`src/rtl/turf_sched_pkg.sv`:
```
// Shared types and widths for the TURF HOLD scheduler.
package turf_sched_pkg;

  typedef enum logic [1:0] {
    StIdle,
    StSetup,
    StCmd,
    StDead
  } sched_state_e;

  localparam int unsigned DROP_W    = 16;
  localparam int unsigned DEADCNT_W = 32;

  // Saturating increment for the dropped-trigger counter.
  function automatic logic [DROP_W-1:0] sat_inc(input logic [DROP_W-1:0] v);
    return (v == {DROP_W{1'b1}}) ? v : v + 1'b1;
  endfunction

endpackage

```
`src/rtl/turf_hold_scheduler_if.sv`:
```
// Trigger, CMD handshake and buffer-status signals of the HOLD scheduler.
interface turf_hold_scheduler_if
  import turf_sched_pkg::*;
#(
  parameter int unsigned NBUF = 4
);
  localparam int unsigned PtrW = $clog2(NBUF);

  logic              trig_i;
  logic              disable_i;
  logic              clr_evt_i;
  logic              clr_all_i;
  logic              cmd_ack_i;
  logic              cmd_req_o;
  logic [PtrW-1:0]   cmd_buf_o;
  logic [NBUF-1:0]   hold_o;
  logic [PtrW:0]     occupancy_o;
  logic              full_o;
  logic              busy_o;
  logic [DROP_W-1:0] dropped_o;
  logic              underflow_o;

  // Upstream side: trigger logic, readout and CMD serializer.
  modport master (
    output trig_i, disable_i, clr_evt_i, clr_all_i, cmd_ack_i,
    input  cmd_req_o, cmd_buf_o, hold_o, occupancy_o, full_o, busy_o, dropped_o, underflow_o
  );

  // Scheduler side.
  modport slave (
    input  trig_i, disable_i, clr_evt_i, clr_all_i, cmd_ack_i,
    output cmd_req_o, cmd_buf_o, hold_o, occupancy_o, full_o, busy_o, dropped_o, underflow_o
  );

endinterface

```
`src/rtl/turf_buf_ring.sv`:
```
// Ring of HOLD buffers: allocates at wr_ptr, releases oldest at rd_ptr, tracks occupancy.
module turf_buf_ring
  import turf_sched_pkg::*;
#(
  parameter int unsigned NBUF = 4,
  localparam int unsigned PtrW = $clog2(NBUF)
) (
  input  logic            clk_i,
  input  logic            rst_n_i,
  input  logic            alloc_i,
  input  logic            release_i,
  input  logic            clear_i,
  output logic [PtrW-1:0] wr_ptr_o,
  output logic [NBUF-1:0] hold_o,
  output logic [PtrW:0]   occupancy_o
);

  logic [PtrW-1:0] wr_ptr_q, wr_ptr_d;
  logic [PtrW-1:0] rd_ptr_q, rd_ptr_d;
  logic [PtrW:0]   occ_q, occ_d;
  logic [NBUF-1:0] hold_q, hold_d;

  // Caller guarantees alloc only when not full and release only when not empty, so the
  // two pointers never address the same buffer in one cycle.
  always_comb begin
    wr_ptr_d = wr_ptr_q;
    rd_ptr_d = rd_ptr_q;
    occ_d    = occ_q;
    hold_d   = hold_q;
    if (clear_i) begin
      wr_ptr_d = '0;
      rd_ptr_d = '0;
      occ_d    = '0;
      hold_d   = '0;
    end else begin
      if (alloc_i) begin
        hold_d[wr_ptr_q] = 1'b1;
        wr_ptr_d         = wr_ptr_q + 1'b1;
      end
      if (release_i) begin
        hold_d[rd_ptr_q] = 1'b0;
        rd_ptr_d         = rd_ptr_q + 1'b1;
      end
      case ({alloc_i, release_i})
        2'b10:   occ_d = occ_q + 1'b1;
        2'b01:   occ_d = occ_q - 1'b1;
        default: occ_d = occ_q;
      endcase
    end
  end

  always_ff @(posedge clk_i or negedge rst_n_i) begin
    if (!rst_n_i) begin
      wr_ptr_q <= '0;
      rd_ptr_q <= '0;
      occ_q    <= '0;
      hold_q   <= '0;
    end else begin
      wr_ptr_q <= wr_ptr_d;
      rd_ptr_q <= rd_ptr_d;
      occ_q    <= occ_d;
      hold_q   <= hold_d;
    end
  end

  assign wr_ptr_o    = wr_ptr_q;
  assign hold_o      = hold_q;
  assign occupancy_o = occ_q;

endmodule

```
`src/rtl/turf_hold_scheduler.sv`:
```
// HOLD buffer scheduler: accepts triggers into a buffer ring and sequences HOLD/setup/CMD/deadtime.
// Optional TURF_HOLD_SCHED_DEADCNT_EN adds deadtime_o, a busy-or-full cycle counter.
module turf_hold_scheduler
  import turf_sched_pkg::*;
#(
  parameter int unsigned NBUF       = 4,
  parameter int unsigned HOLD_SETUP = 8,
  parameter int unsigned DEADTIME   = 16
) (
  input  logic                 clk_i,
  input  logic                 rst_n_i,
  turf_hold_scheduler_if.slave bus
`ifdef TURF_HOLD_SCHED_DEADCNT_EN
  ,
  output logic [DEADCNT_W-1:0] deadtime_o
`endif
);

  localparam int unsigned PtrW = $clog2(NBUF);
  localparam logic [PtrW:0] NbufOcc = (PtrW + 1)'(NBUF);
  localparam logic [7:0] SetupLoad = 8'(HOLD_SETUP - 1);
  localparam logic [7:0] DeadLoad  = 8'((DEADTIME == 0) ? 0 : DEADTIME - 1);

  sched_state_e      state_q, state_d;
  logic [7:0]        cnt_q, cnt_d;
  logic              req_q, req_d;
  logic [PtrW-1:0]   buf_q, buf_d;
  logic [DROP_W-1:0] drop_q, drop_d;
  logic              uf_q, uf_d;

  logic [PtrW-1:0] wr_ptr;
  logic [NBUF-1:0] hold;
  logic [PtrW:0]   occupancy;
  logic            full, busy, empty;
  logic            trig_req, accept, release_evt;

  assign full     = (occupancy == NbufOcc);
  assign empty    = (occupancy == '0);
  assign busy     = (state_q != StIdle);
  assign trig_req = bus.trig_i & ~bus.disable_i;
  // Full and busy are both pre-edge values, so a same-cycle clear cannot make room.
  assign accept      = trig_req & ~bus.clr_all_i & ~busy & ~full;
  assign release_evt = bus.clr_evt_i & ~bus.clr_all_i & ~empty;

  turf_buf_ring #(
    .NBUF(NBUF)
  ) u_ring (
    .clk_i      (clk_i),
    .rst_n_i    (rst_n_i),
    .alloc_i    (accept),
    .release_i  (release_evt),
    .clear_i    (bus.clr_all_i),
    .wr_ptr_o   (wr_ptr),
    .hold_o     (hold),
    .occupancy_o(occupancy)
  );

  always_comb begin
    state_d = state_q;
    cnt_d   = cnt_q;
    req_d   = req_q;
    buf_d   = buf_q;
    if (bus.clr_all_i) begin
      state_d = StIdle;
      cnt_d   = '0;
      req_d   = 1'b0;
      buf_d   = '0;
    end else begin
      unique case (state_q)
        StIdle: begin
          if (accept) begin
            state_d = StSetup;
            cnt_d   = SetupLoad;
            buf_d   = wr_ptr;
          end
        end
        StSetup: begin
          if (cnt_q == '0) begin
            state_d = StCmd;
            req_d   = 1'b1;
          end else begin
            cnt_d = cnt_q - 1'b1;
          end
        end
        StCmd: begin
          if (bus.cmd_ack_i) begin
            req_d = 1'b0;
            if (DEADTIME == 0) begin
              state_d = StIdle;
            end else begin
              state_d = StDead;
              cnt_d   = DeadLoad;
            end
          end
        end
        StDead: begin
          if (cnt_q == '0) begin
            state_d = StIdle;
          end else begin
            cnt_d = cnt_q - 1'b1;
          end
        end
        default: state_d = StIdle;
      endcase
    end
  end

  always_comb begin
    drop_d = drop_q;
    uf_d   = uf_q;
    if (bus.clr_all_i) begin
      drop_d = '0;
      uf_d   = 1'b0;
    end else begin
      if (trig_req && (full || busy)) begin
        drop_d = sat_inc(drop_q);
      end
      if (bus.clr_evt_i && empty) begin
        uf_d = 1'b1;
      end
    end
  end

  always_ff @(posedge clk_i or negedge rst_n_i) begin
    if (!rst_n_i) begin
      state_q <= StIdle;
      cnt_q   <= '0;
      req_q   <= 1'b0;
      buf_q   <= '0;
      drop_q  <= '0;
      uf_q    <= 1'b0;
    end else begin
      state_q <= state_d;
      cnt_q   <= cnt_d;
      req_q   <= req_d;
      buf_q   <= buf_d;
      drop_q  <= drop_d;
      uf_q    <= uf_d;
    end
  end

`ifdef TURF_HOLD_SCHED_DEADCNT_EN
  logic [DEADCNT_W-1:0] dcnt_q, dcnt_d;

  always_comb begin
    dcnt_d = dcnt_q;
    if (bus.clr_all_i) begin
      dcnt_d = '0;
    end else if (busy || full) begin
      dcnt_d = dcnt_q + 1'b1;
    end
  end

  always_ff @(posedge clk_i or negedge rst_n_i) begin
    if (!rst_n_i) begin
      dcnt_q <= '0;
    end else begin
      dcnt_q <= dcnt_d;
    end
  end

  assign deadtime_o = dcnt_q;
`endif

  assign bus.cmd_req_o   = req_q;
  assign bus.cmd_buf_o   = buf_q;
  assign bus.hold_o      = hold;
  assign bus.occupancy_o = occupancy;
  assign bus.full_o      = full;
  assign bus.busy_o      = busy;
  assign bus.dropped_o   = drop_q;
  assign bus.underflow_o = uf_q;

endmodule
```
`src/flat_wrapper.sv`:
```
// flat-port wrapper written by rule: the top's interface ports become plain ports
module turf_hold_scheduler_flat import turf_sched_pkg::*;
#(
  parameter int unsigned NBUF       = 4,
  parameter int unsigned HOLD_SETUP = 8,
  parameter int unsigned DEADTIME   = 16
)
  (clk_i, rst_n_i, bus_trig_i, bus_disable_i, bus_clr_evt_i, bus_clr_all_i, bus_cmd_ack_i, bus_cmd_req_o, bus_cmd_buf_o, bus_hold_o, bus_occupancy_o, bus_full_o, bus_busy_o, bus_dropped_o, bus_underflow_o);
  turf_hold_scheduler_if #(.NBUF(NBUF)) bus_i ();
  input  logic clk_i;
  input  logic rst_n_i;
  input wire logic [$bits(bus_i.trig_i)-1:0] bus_trig_i;
  input wire logic [$bits(bus_i.disable_i)-1:0] bus_disable_i;
  input wire logic [$bits(bus_i.clr_evt_i)-1:0] bus_clr_evt_i;
  input wire logic [$bits(bus_i.clr_all_i)-1:0] bus_clr_all_i;
  input wire logic [$bits(bus_i.cmd_ack_i)-1:0] bus_cmd_ack_i;
  output wire logic [$bits(bus_i.cmd_req_o)-1:0] bus_cmd_req_o;
  output wire logic [$bits(bus_i.cmd_buf_o)-1:0] bus_cmd_buf_o;
  output wire logic [$bits(bus_i.hold_o)-1:0] bus_hold_o;
  output wire logic [$bits(bus_i.occupancy_o)-1:0] bus_occupancy_o;
  output wire logic [$bits(bus_i.full_o)-1:0] bus_full_o;
  output wire logic [$bits(bus_i.busy_o)-1:0] bus_busy_o;
  output wire logic [$bits(bus_i.dropped_o)-1:0] bus_dropped_o;
  output wire logic [$bits(bus_i.underflow_o)-1:0] bus_underflow_o;
  assign bus_i.trig_i = bus_trig_i;
  assign bus_i.disable_i = bus_disable_i;
  assign bus_i.clr_evt_i = bus_clr_evt_i;
  assign bus_i.clr_all_i = bus_clr_all_i;
  assign bus_i.cmd_ack_i = bus_cmd_ack_i;
  assign bus_cmd_req_o = bus_i.cmd_req_o;
  assign bus_cmd_buf_o = bus_i.cmd_buf_o;
  assign bus_hold_o = bus_i.hold_o;
  assign bus_occupancy_o = bus_i.occupancy_o;
  assign bus_full_o = bus_i.full_o;
  assign bus_busy_o = bus_i.busy_o;
  assign bus_dropped_o = bus_i.dropped_o;
  assign bus_underflow_o = bus_i.underflow_o;
  turf_hold_scheduler #(.NBUF(NBUF), .HOLD_SETUP(HOLD_SETUP), .DEADTIME(DEADTIME)) u_core (.clk_i(clk_i), .rst_n_i(rst_n_i), .bus(bus_i));
endmodule
```
`config.mk`:
```
export PLATFORM = sky130hd
export DESIGN_NAME = turf_hold_scheduler_flat
export DESIGN_NICKNAME = d
export VERILOG_FILES = /design/src/rtl/turf_sched_pkg.sv /design/src/rtl/turf_hold_scheduler_if.sv /design/src/rtl/turf_buf_ring.sv /design/src/rtl/turf_hold_scheduler.sv /design/src/flat_wrapper.sv
export SDC_FILE = /design/constraint.sdc
export NUM_CORES = 1
export LEC_CHECK = 0
export ABC_CLOCK_PERIOD_IN_PS = 4280
export CORE_ASPECT_RATIO = 1.25
export CORE_MARGIN = 2
export CORE_UTILIZATION = 35
export DETAILED_ROUTE_END_ITERATION = 7
export PLACE_DENSITY = 0.66
export SYNTH_ARGS = -nofsm -noshare
export SYNTH_HDL_FRONTEND = slang
export SYNTH_SLANG_ARGS = --single-unit
```
`constraint.sdc`:
```
create_clock -name clk_i -period 4.28 [get_ports clk_i]
set_clock_uncertainty 0.2 [all_clocks]
set_input_delay 0.428 -clock clk_i [delete_from_list [all_inputs] [get_ports clk_i]]
set_output_delay 0.428 -clock clk_i [all_outputs]
set_load 0.03 [all_outputs]
```
# ---- After elaboration in Yosys (flattened, before gate mapping)
# Cells that the tools add are included.
dict set report classes {
  mux 37
  bitwise_logic 14
  n_eq_ne 13
  reduce_logical 22
  order_cmp 4
  addsub 6
}
# operator count
set ops {}
lappend ops {{16-bit two-way mux} 3}
lappend ops {{8-bit two-way mux} 4}
lappend ops {{2-bit two-way mux} 12}
lappend ops {{8-bit one-hot mux with 3 select lines} 1}
lappend ops {{16-bit by 1-bit adder with 16-bit output (second input constant)} 1}
lappend ops {{16-bit equality test (second input constant)} 1}
lappend ops {{4-bit two-way mux} 4}
lappend ops {{2-bit nonzero test} 6}
lappend ops {{3-bit != test (second input constant)} 3}
lappend ops {{8-bit logical NOT} 1}
lappend ops {{2-bit one-hot mux with 4 select lines} 1}
lappend ops {{8-bit by 1-bit subtractor with 8-bit output (second input constant)} 1}
lappend ops {{1-bit two-way mux} 7}
lappend ops {{1-bit bitwise AND} 6}
lappend ops {{2-bit equality test (second input constant)} 3}
lappend ops {{2-bit by 3-bit less-than comparator with 1-bit output (second input constant)} 2}
lappend ops {{3-bit by 2-bit != test with 1-bit output (second input constant)} 2}
lappend ops {{3-bit one-hot mux with 2 select lines} 1}
lappend ops {{3-bit AND reduction} 2}
lappend ops {{3-bit nonzero test} 2}
lappend ops {{1-bit inverter} 5}
lappend ops {{2-bit by 1-bit adder with 2-bit output (second input constant)} 2}
lappend ops {{4-bit bitwise AND} 1}
lappend ops {{1-bit demux with 2-bit select} 2}
lappend ops {{17 further kinds} 23}
dict set report word_totals {
  out_inout_bits 29
  regBits 41
}

# ---- Depth between registers and ports, before layout
# Gate-level depths: netlist of run 1.
dict set report logic_depth {
  word_depth 10
  depth_mapped 11
  mapped_depth_nobuf 9
}

# ---- By module
# A second synthesis of run 1 with hierarchy kept.
dict set report unflattened {
  cells_unflattened 248
  area_unflattened_um2 2476.1
}
# mod seq_area_each_um2 cells_each area_each_um2 instances
set modules_own_cells {}
lappend modules_own_cells {turf_hold_scheduler 750.7 194 1833.0 1}
lappend modules_own_cells {turf_buf_ring 275.3 54 643.1 1}

# ---- Least setup slack after synthesis of run 1
# Ideal clock, no wire load.
dict set report synth_timing {
  kind {register to register}
  startpoint {register u_core.u_ring.occ_q[0] (netlist: u_core.u_ring.occupancy_o[0])}
  endpoint {register u_core.u_ring.occ_q[2] (netlist: u_core.u_ring.occupancy_o[2])}
  path_stages_with_launch 10
  setup_slack_ps 1180
  period_less_slack_ps 3100
  arrival_time_ps 2776
  setup_time_ps 125
  path_buffers 1
  path_cell_list {dfrtp_1 -> or3b_1 -> inv_1 -> nor3_1 -> clkbuf_1 -> nor3_1 -> fa_1 -> and2_1 -> mux2i_1 -> mux2_2}
}
dict set report synth_via {
  elab_chain_len 6
}
# item line
set synth_lines {}
lappend synth_lines {{start: declaration} turf_buf_ring.sv:20} ;# logic [PtrW:0] occ_q, occ_d;
lappend synth_lines {{start signal: assignment} turf_buf_ring.sv:56} ;# occ_q <= '0;
lappend synth_lines {{start signal: assignment} turf_buf_ring.sv:61} ;# occ_q <= occ_d;
lappend synth_lines {{3-bit equality test *} turf_hold_scheduler.sv:37} ;# assign full = (occupancy == NbufOcc);
lappend synth_lines {{named net bus_full_o} flat_wrapper.sv:21} ;# output wire logic [$bits(bus_i.full_o)-1:0] bus_full_o;
lappend synth_lines {{1-bit inverter *} turf_hold_scheduler.sv:42} ;# assign accept = trig_req & ~bus.clr_all_i & ~busy & ~full;
lappend synth_lines {{1-bit bitwise AND *} turf_hold_scheduler.sv:42}
lappend synth_lines {{2-bit by 1-bit equality test with 1-bit output / 2-bit equality test (equally long branches)} turf_buf_ring.sv:44} ;# case ({alloc_i, release_i})
lappend synth_lines {{3-bit one-hot mux with 2 select lines} turf_buf_ring.sv:44}
lappend synth_lines {{3-bit two-way mux} turf_buf_ring.sv:30} ;# if (clear_i) begin
# Mark *: on every way through the listed nets, which the timed path passes. The rest lies on a longest branch.
# A chain may end at the register's enable or synchronous reset.

# ---- Final worst setup path of run 1
dict set report layout_timing {
  startpoint {register u_core.state_q[0]}
  endpoint {register u_core.u_ring.occ_q[2] (netlist: u_core.u_ring.occupancy_o[2])}
}
dict set report layout_via {
  elab_chain_len 7
}
# item line
set layout_lines {}
lappend layout_lines {{start: declaration} turf_hold_scheduler.sv:24} ;# sched_state_e state_q, state_d;
lappend layout_lines {{start signal: assignment} turf_hold_scheduler.sv:126} ;# state_q <= StIdle;
lappend layout_lines {{start signal: assignment} turf_hold_scheduler.sv:133} ;# state_q <= state_d;
lappend layout_lines {{2-bit nonzero test *} turf_hold_scheduler.sv:39} ;# assign busy = (state_q != StIdle);
lappend layout_lines {{1-bit inverter *} turf_hold_scheduler.sv:42}
lappend layout_lines {{1-bit bitwise AND * (2 in a row)} turf_hold_scheduler.sv:42}
lappend layout_lines {{2-bit by 1-bit equality test with 1-bit output / 2-bit equality test (equally long branches)} turf_buf_ring.sv:44}
lappend layout_lines {{3-bit one-hot mux with 2 select lines} turf_buf_ring.sv:44}
lappend layout_lines {{3-bit two-way mux} turf_buf_ring.sv:30}
# Every way passes the cells marked *; elsewhere a longest branch is shown, timed or not.

==> results of run 1 <==
==> worst paths after layout <==
| path | from | cells past startpoint | end |
|---|---|---|---|
| max in group asynchronous | rst_n_i | 1 | u_core.u_ring.rd_ptr_q[0] |
| min in group clk_i | u_core.bus.underflow_o | 2 | u_core.bus.underflow_o |
| min reg2reg | u_core.bus.underflow_o | 2 | u_core.bus.underflow_o |
| max reg2reg | u_core.state_q[0] | 10 | u_core.u_ring.occupancy_o[2] |
| min | rst_n_i | 1 | u_core.cnt_q[5] |
| max | u_core.state_q[0] | 10 | u_core.u_ring.occupancy_o[2] |
==> sequential cells by signal, summed over array words and instances (netlist names) <==
register	count
u_core.cnt_q	8
u_core.bus.cmd_buf_o	2
u_core.bus.underflow_o	1
u_core.state_q	2
u_core.u_ring.wr_ptr_o	2
u_core.u_ring.hold_o	4
u_core.bus.dropped_o	16
u_core.u_ring.rd_ptr_q	2
u_core.u_ring.occupancy_o	3
u_core.bus.cmd_req_o	1
==> layout make-up <==
cell class              count  area, µm²  area share
clock inverters             1      5.005    0.001661
inverters                  15      56.30     0.01869
repair buffers             37      360.3      0.1196
well taps                  90      112.6     0.03738
clock buffers               7      96.34     0.03198
multi-input cells         196       1356      0.4502
flip-flops and latches     41       1026      0.3405
==> synth_stat cells, types with 3 or more instances <==
library cell and n:
mux2_2 4, mux2i_1 5, clkbuf_1 8, nor4_1 3, nand2_1 14, and3_1 3
nand2b_1 7, dfrtp_1 41, ha_1 15, o31ai_1 11, nand3_1 6, nor2b_1 12
mux2_1 4, nor3_1 8, inv_1 15, or4_1 10, or3_1 5, a211oi_1 8
a21oi_1 23, o21ai_0 10, nand4_1 4, nor2_1 16
==> routing by layer <==
layer,vias to the layer above,GRT usage
met2,51,0.2443
li1,1034,-
met1,1017,0.2078
met3,13,0.02865
met4,0,0.06366
met5,-,0
==> power groups by stage <==
stage,Combinational (mW),Sequential [mW],Clock [mW]
detailed placement,0.556,0.530,0
global placement,0.549,0.529,0
floorplan,0.377,0.539,0
CTS,0.558,0.524,0.293
global route,0.621,0.538,0.306
finish,0.557,0.523,0.285
==> cells by family after synthesis <==
logic type / after synthesis / synth area share
compound gates: 69 / 0.1797
xor+xnor: 2 / 0.007029
fa+ha+maj: 16 / 0.08333
buf+inv: 27 / 0.04417
flops: 41 / 0.4116
mux: 13 / 0.05622
simple gates: 96 / 0.2179
==> worst max-delay path: cells and delay by family, from the launching register on <==
kind	cells	cell delay, ns
simple gates	4	0.52
mux	2	0.48
flops	1	0.52
fa+ha+maj	2	0.70
buf+inv	2	0.36
==> summary.txt, run 1 <==
Status
  • Outcome: finished clean

Clocking
  • Number of setup buffers added after CTS: 0
  • H-tree depth: 2
  • Number of buffers inserted by hold repair at cts: 0
  • CTS buffer count: 5
  • Post-CTS resize count: 0
  • Clock Sinks: a little over 40
  • Clock buffer depth: 2
  • Root Buffer: clkbuf_8
  • CTS clk-pin slew, worst paths: 0.09 ns
  • CTS tree: done
  • Clock latency at the later pin of the worst-skew pair: approximately 0.30 ns

Global route
  • Grt ovf: 0
  • Pin count of the biggest net entering global routing: 48
  • Initial antenna violation count: 0
  • First-pass GRT wire length: 9.694 mm
  • Number of global-route vias before repair: 2088
  • Gr usage total: 0.1548

Timing
  • Final Max Slew Viols: 0
  • TNS Setup: 0 ns
  • Fin Hold WS: 0.05475 ns
  • Period utilisation layout: 0.6753
  • Unrepaired setup endpoints after global routing: no
  • Final WS setup: 1.390 ns
  • Worst slew pin tran: 1.208 ns
  • Final hold vios: 0
  • Fmax: 346.0 MHz
  • Final Setup Violations: 0
  • Worst rel slew slack: 0.1923
  • Crit path time final: around 2.9 ns

Power
  • Logic gate share of total power: 0.408
  • Sw Ratio: 0.4016
  • Worst VDD drop: 0.2331 mV
  • Pwr dens: 453.2 nW/µm²
  • Clock network power share: 0.208
  • Internal power: just over 0.8 mW
  • Psw: 0.5483 mW
  • Sequential fraction of design power: 0.383
  • Leakage: 1.215 nW
  • Pwr Total: 1.365 mW

Layout
  • Most frequent cells in the layout: dfrtp_1, clkdlybuf4s50_1, a21oi_1, nor2_1
  • Final instance area: about 3000 µm²
  • Leading cell type in the layout, fill and taps excluded: dfrtp_1
  • Synthesis-to-finish area growth: 20.88%
  • Final core occ: 0.4345
  • Fillers: a little under 700
  • Post-route insts no fill: 387
  • Inserted Diodes: 0
  • Nets: ~320
  • Layout cell share with drive strength beyond 1: 0.06061

Worst setup path
  • WP data arrival: 2.88 ns
  • R2r setup slk: 1.39 ns
  • Element type at the critical path end: register
  • Worst Path Max Fanout: 13
  • CP Launch Type: register
  • CP required: roughly 4.3 ns
  • Worst path max stage delay: about 0.52 ns
  • CP max stage cell: dfrtp_1
  • Critical Path, Cell by Cell: inv_1 -> ha_1 -> nand2b_1 -> nor3_1 -> buf_4 -> nor3_1 -> fa_1 -> and2_1 -> mux2i_1 -> mux2_2
  • Most frequent CP cell: nor3_1
  • Crit path kind: reg -> reg

Logic synthesis
  • Sequential fraction of the synthesis area: 0.4116
  • Synthesis-stage register bit count: 41
  • Number of synthesized flops with an enable pin: 0
  • Warnings, synthesis: 0
  • Post-Synthesis Cell Area: 2492 µm²
  • Top-area cell type share of the netlist area: 0.4116
  • Area leader, netlist: dfrtp_1
  • Mean Syn Cell Area: roughly 9.4 µm²
  • Post-Synthesis Cells: 264
  • Synth unique cells: 45
  • Top FF cell, synth: dfrtp_1
  • Largest cells by area after synthesis: dfrtp_1, ha_1, a21oi_1
  • Async SR Flop Fraction: 1.000
  • Syn_nets: 287

Drt
  • Drt first-iter violations: 114
  • ANT nets after route: 0
  • Met3 Wirelength: 213 µm
  • WL met1: 2.636 mm
  • Routed wire per std cell: about 15 µm
  • Max Used Layer: met4
  • Routed vias: about 2.1k
  • DR pass1 iterations: 5
  • Final wirelength: 5.724 mm
  • Drc violations: 0
  • DR vias/cell: 5.465
  • Met2 WL: 2.755 mm

Floorplanning
  • Io pins: 36
  • Core Rows: 34
  • Core area: about 6900 µm²
  • Die X: between 70 and 80 µm
  • Die ar.: 7816 µm²
  • Starting Density: 0.3594
  • Die height: 98.35 µm

Placement
  • DP Worst Slack: 1.386 ns
  • DP Cell Count: between 300 and 400
  • Placer Congestion: 0.8997
  • Port buffer count: 35
  • DP HPWL: 4.004 mm
  • Post-Place Cell Area: 2912 µm²

Job
  • Max Cap Viol: 0

Hold path
  • Worst hold path type: in -> async
Note: power is estimated with default switching activity, not from simulation.
==> run 2: changes to the inputs <==
--- a/config.mk
+++ b/config.mk
@@ -5,7 +5,7 @@
 export SDC_FILE = /design/constraint.sdc
 export NUM_CORES = 1
 export LEC_CHECK = 0
-export ABC_CLOCK_PERIOD_IN_PS = 4280
+export ABC_CLOCK_PERIOD_IN_PS = 2950
 export CORE_ASPECT_RATIO = 1.25
 export CORE_MARGIN = 2
 export CORE_UTILIZATION = 35
==> constraint.sdc (replaced) <==
create_clock -name clk_i -period 2.95 [get_ports clk_i]
set_clock_uncertainty 0.2 [all_clocks]
set_input_delay 0.295 -clock clk_i [delete_from_list [all_inputs] [get_ports clk_i]]
set_output_delay 0.295 -clock clk_i [all_outputs]
set_load 0.03 [all_outputs]
==> run 2 against run 1 <==
  * Setup slack worse by 0.99 ns
  * Register-to-register slack worse by 0.99 ns
  * First-iteration DRC count is 2.6% higher
  * Via count is 0.76% lower
  * Non-clock buffer count is 4 higher
  * Combinational power is 50% higher
  * Hold slack better by 0.26 ns
  * Core utilization is 0.34 points higher
  * Total power is 43% higher
  * Clock power is 30% higher
  * Critical endpoint unchanged
==> summary.txt, run 2 (same netlist as run 1, synthesis figures left out) <==
Clocking
  • Number of setup buffers added after CTS: 0
  • Clock latency at the later pin of the worst-skew pair: 0.29 ns
  • Clock buffer depth: 2
  • CTS clk-pin slew, worst paths: 0.08 ns
  • Clock Sinks: a little over 40
  • Number of buffers inserted by hold repair at cts: 1
  • CTS buffer count: 5
  • Post-CTS resize count: 0
  • H-tree depth: 2
  • Root Buffer: clkbuf_8
  • CTS tree: done

Global route
  • Pin count of the biggest net entering global routing: 34
  • Number of global-route vias before repair: about 2.2k
  • Gr usage total: 0.1550
  • First-pass GRT wire length: 9.825 mm
  • Initial antenna violation count: 0
  • Grt ovf: 0

Drt
  • WL met1: approximately 2.6 mm
  • Met3 Wirelength: 170 µm
  • Routed vias: 2099
  • Drc violations: 0
  • Drt first-iter violations: between 100 and 150
  • Max Used Layer: met4
  • Routed wire per std cell: 14.59 µm
  • DR vias/cell: 5.382
  • Met2 WL: between 2 and 3 mm
  • DR pass1 iterations: 4
  • Final wirelength: between 5 and 6 mm
  • ANT nets after route: 0

Timing
  • Fmax: slightly below 400 MHz
  • Worst rel slew slack: 0.2270
  • Crit path time final: 2.549 ns
  • Period utilisation layout: 0.8641
  • Final Max Slew Viols: 0
  • Worst slew pin tran: 1.156 ns
  • Final hold vios: 0
  • Final WS setup: between 0.4 and 0.5 ns
  • Unrepaired setup endpoints after global routing: no
  • TNS Setup: 0 ns
  • Final Setup Violations: 0

Worst setup path
  • Worst path max stage delay: 0.41 ns
  • Crit path kind: reg -> reg
  • Critical path endpoint: u_core.u_ring.occupancy_o[2]
  • R2R depth: 9
  • WP data arrival: 2.53 ns
  • Critical Path Start: u_core.state_q[1]
  • Worst Path Max Fanout: 7
  • R2r setup slk: 0.40 ns
  • CP Launch Type: register
  • FF-to-FF Start: u_core.state_q[1]
  • FF-to-FF End: u_core.u_ring.occupancy_o[2]
  • Element type at the critical path end: register
  • Critical Path, Cell by Cell: inv_1 -> ha_1 -> nand2b_1 -> nor3_2 -> nor3_1 -> fa_1 -> and2_1 -> mux2i_1 -> mux2_2
  • CP max stage cell: dfrtp_1
  • CP required: 2.93 ns

Floorplanning
  • Io pins: 36
  • Core area: 6934 µm²
  • Starting Density: 0.3594
  • Core Rows: 34
  • Die X: 79.48 µm
  • Die ar.: approximately 7800 µm²
  • Die height: roughly 100 µm

Hold path
  • Worst hold stages: 2
  • Worst hold path type: reg -> reg

Placement
  • DP Cell Count: 382
  • Port buffer count: 35
  • Placer Congestion: slightly below 0.9
  • DP Worst Slack: 0.3971 ns
  • DP HPWL: 4.051 mm

Layout
  • Synthesis-to-finish area growth: 21.84%
  • Nets: 323
  • Largest register FFs: 16
  • Most frequent cells in the layout: dfrtp_1, clkdlybuf4s50_1, a21oi_1, nor2_1
  • Leading cell type in the layout, fill and taps excluded: dfrtp_1
  • Area of the multi-input gates: 1361 µm²
  • Post-route insts no fill: 390
  • Fillers: 671
  • Final core occ: 0.4379
  • Layout cell share with drive strength beyond 1: 0.07000
  • Inserted Diodes: 0
  • Seq. cell area: 1027 µm²

Job
  • Max Cap Viol: 0

Power
  • Leakage: 1.223 nW
  • Worst VDD drop: between 0.2 and 0.25 mV
  • Pwr dens: 642.5 nW/µm²

Status
  • Outcome: finished clean
[run 2: cell count changes in the layout (fill, tap and decap cells not counted)]
cell / delta
buf_4: +3
nor3_1: -1
dfrtp_1: -1
clkbuf_8: -1
clkbuf_1: +1
dfrtp_2: +1
dlygate4sd3_1: +1
clkinv_2: -1
nor3_2: +1
[run 2: metal layers]
layer  vias up  global-route usage
met2        38              0.2644
li1       1045                   -
met5         -                   0
met3         2             0.02126
met4         0             0.05438
met1      1014              0.1987
[run 2: per-stage QoR]
stage | power (mW) | hold slack [ns] | area (µm²)
floorplan | 1.333 | -0.2006 | 2500
global placement | 1.575 | 0.2275 | 2940
detailed placement | 1.587 | 0.2268 | 2940
CTS | 1.974 | 0.3218 | 3037
global route | 2.109 | 0.3482 | 3037
finish | 1.951 | 0.3153 | 3037
[run 2: cell type report]
class	instances	share of cell area
tap	90	0.03708
inverter	15	0.01854
multi-input combinational	196	0.4483
clock buffer	7	0.02843
sequential	41	0.3383
timing repair buffer	41	0.1294
[run 2: critical path, delay by kind of cell, from the launching register on]
kind                       cells  cell delay, ns
adders and majority gates      2            0.68
buffers and inverters          1            0.11
DFF                            1            0.41
muxes                          2            0.49
and+or+nand+nor                4            0.53
[run 2: worst min-delay path by stage]
stage	start	slack (ns)	endpoint
6_report	u_core.bus.underflow_o	0.32	u_core.bus.underflow_o
5_1_grt	u_core.cnt_q[1]	0.35	u_core.cnt_q[1]
3_3_place_gp	rst_n_i	0.23	u_core.cnt_q[5]
3_5_place_dp	rst_n_i	0.23	u_core.cnt_q[7]
2_1_floorplan	rst_n_i	-0.20	u_core.bus.cmd_buf_o[0]
4_1_cts	u_core.bus.underflow_o	0.32	u_core.bus.underflow_o
[run 2: power by group]
group          switching [mW]  total [mW]  internal, mW
clock network           0.185       0.371         0.186
registers              0.0958       0.743         0.647
logic                   0.498       0.838         0.340
==> run 3: changes to the inputs <==
--- a/config.mk
+++ b/config.mk
@@ -5,12 +5,12 @@
 export SDC_FILE = /design/constraint.sdc
 export NUM_CORES = 1
 export LEC_CHECK = 0
-export ABC_CLOCK_PERIOD_IN_PS = 2950
+export ABC_CLOCK_PERIOD_IN_PS = 2100
 export CORE_ASPECT_RATIO = 1.25
 export CORE_MARGIN = 2
 export CORE_UTILIZATION = 35
 export DETAILED_ROUTE_END_ITERATION = 7
-export PLACE_DENSITY = 0.66
+export PLACE_DENSITY = 0.68
 export SYNTH_ARGS = -nofsm -noshare
 export SYNTH_HDL_FRONTEND = slang
 export SYNTH_SLANG_ARGS = --single-unit
==> constraint.sdc (replaced) <==
create_clock -name clk_i -period 2.1 [get_ports clk_i]
set_clock_uncertainty 0.2 [all_clocks]
set_input_delay 0.21 -clock clk_i [delete_from_list [all_inputs] [get_ports clk_i]]
set_output_delay 0.21 -clock clk_i [all_outputs]
set_load 0.03 [all_outputs]
==> run 3 against run 2 <==
  * The run now ends with negative setup slack left
  * Setup slack worse by 0.54 ns
  * Non-clock buffer count up 61
  * Cell count up 16%
  * Core utilization up 12 points
  * Routed wire length up 22%
  * Clock power up 85%
  * Clock-buffer cell count down 1
  * Combinational power up 130%
  * Hold slack worse by 0.0067 ns
  * First-iteration DRC count up 15%
  * Cell area up 27%
  * Critical path type unchanged
  * Largest cell class unchanged
  * Largest power group unchanged
==> summary.txt, run 3 (same netlist as run 1, synthesis figures left out) <==
Status
  • Outcome: complete, but fails checks
  • Violated checks: negative setup slack

Placement
  • DP Worst Slack: -0.2723 ns
  • Port buffer count: 35
  • Placer Congestion: 0.8653
  • DP HPWL: approximately 4.5 mm

Clocking
  • Clock Sinks: about 40
  • Clock latency at the later pin of the worst-skew pair: approximately 0.3 ns
  • Clock buffer depth: 2
  • CTS buffer count: 5
  • CTS clk-pin slew, worst paths: 0.09 ns
  • CTS tree: done
  • Root Buffer: clkbuf_8
  • H-tree depth: 2

Timing
  • Fmax: 447.2 MHz
  • TNS Setup: -0.7286 ns
  • Final hold vios: 0
  • Crit path time final: 2.236 ns
  • Unrepaired setup endpoints after global routing: yes
  • Final Max Slew Viols: 0
  • Worst slew pin tran: 0.5455 ns
  • Worst rel slew slack: 0.6363
  • Final WS setup: -0.1360 ns
  • Fin Hold WS: 0.3086 ns
  • Period utilisation layout: 1.065
  • Final Setup Violations: 9

Worst setup path
  • R2r setup slk: -0.14 ns
  • Critical Path Start: u_core.u_ring.occupancy_o[2]
  • Element type at the critical path end: register
  • CP required: 2.09 ns
  • FF-to-FF Start: u_core.u_ring.occupancy_o[2]
  • R2R depth: 8
  • Critical path endpoint: u_core.u_ring.occupancy_o[2]
  • Worst Path Max Fanout: 4
  • WP data arrival: 2.23 ns
  • CP Launch Type: register
  • FF-to-FF End: u_core.u_ring.occupancy_o[2]
  • Crit path kind: reg -> reg

Global route
  • Grt ovf: 0
  • First-pass GRT wire length: 11.18 mm
  • Pin count of the biggest net entering global routing: 42
  • Number of global-route vias before repair: about 2.4k
  • Initial antenna violation count: 0
  • Gr usage total: 0.1774

Floorplanning
  • Die height: 98.35 µm
  • Core Rows: 34
  • Die ar.: 7816 µm²
  • Io pins: 36
  • Starting Density: 0.3594
  • Die X: 79.48 µm
  • Core area: 6934 µm²

Drt
  • DR pass1 iterations: 4
  • Routed vias: between 2k and 2.5k
  • ANT nets after route: 0
  • DR vias/cell: 5.347
  • Drt first-iter violations: 134
  • Routed wire per std cell: 15.30 µm
  • Final wirelength: 6.931 mm
  • Drc violations: 0

Power
  • Leakage: 1.616 nW
  • Worst VDD drop: 0.4202 mV
  • Pwr dens: between 900 and 1000 nW/µm²
  • Pwr Total: 3.614 mW

Layout
  • Final core occ: 0.5565
  • Most frequent cells in the layout: buf_4, dfrtp_1, clkdlybuf4s50_1, a21oi_1, nor2_1
  • Leading cell type in the layout, fill and taps excluded: buf_4
  • Layout cell share with drive strength beyond 1: 0.3857
  • Largest register FFs: 16
  • Inserted Diodes: 0
  • Synthesis-to-finish area growth: 54.82%
  • Nets: 385

Hold path
  • Worst hold path type: in -> async

Job
  • Max Cap Viol: 0
run 3: cell count changes in the layout (fill, tap and decap cells not counted), moves of 4 or more:
cell | before | now
buf_6 | 0 | 4
o31ai_1 | 11 | 6
buf_4 | 5 | 62
a21oi_1 | 23 | 15
or4_4 | 0 | 5
mux2_4 | 0 | 4
or4_1 | 10 | 5
a21oi_2 | 0 | 8
run 3: what timing repair did:
action,CTS,global route
pin swaps,10,19
hold endpoints to repair,41,0
buffers inserted,6,4
cloned,0,2
resized for setup,22,39
hold buffers,1,0
endpoints found under the setup margin,27,28
run 3: cell type report:
class / count / area [µm²]
flip-flops and latches: 41 / 1031
clock buffers: 6 / 82.58
fillers: 605 / 3075
repair buffers: 102 / 859.6
inverters: 15 / 61.31
multi-input cells: 197 / 1674
well taps: 90 / 112.6
clock inverters: 2 / 37.54
run 3: routing by layer:
| layer | track usage | part of all wire | vias up |
|---|---|---|---|
| met5 | 0 | 0 | - |
| li1 | - | - | 1168 |
| met1 | 0.2261 | 0.44 | 1193 |
| met2 | 0.3019 | 0.51 | 50 |
| met3 | 0.02218 | 0.027 | 11 |
| met4 | 0.07029 | 0.021 | 0 |
run 3: worst min path at each step:
stage / start / slack [ns] / endpoint
6_report: rst_n_i / 0.31 / u_core.bus.dropped_o[1]
5_1_grt: rst_n_i / 0.36 / u_core.bus.cmd_req_o
4_1_cts: rst_n_i / 0.32 / u_core.bus.cmd_req_o
3_5_place_dp: rst_n_i / 0.12 / u_core.bus.cmd_req_o
3_3_place_gp: rst_n_i / 0.11 / u_core.bus.cmd_req_o
2_1_floorplan: rst_n_i / -0.29 / u_core.bus.cmd_buf_o[0]
run 3: stage by stage:
step	cell area (µm²)	instances
floorplan	2608	264
global placement	3395	432
detailed placement	3395	432
CTS	3654	447
global route	3859	453
finish	3859	453
run 3: where the power goes:
part           internal [mW]  switching (mW)
clock                  0.387           0.299
sequential             0.912           0.108
combinational          0.961           0.947
total                   2.26            1.35
run 3: critical path: stages (launching register included):
cell and delay [ns]:
dfrtp_2 0.41, or3b_4 0.28, clkinv_4 0.06, nor3_4 0.13
nor3_2 0.07, fa_2 0.35, and2_4 0.14, mux2i_1 0.14
mux2_2 0.34
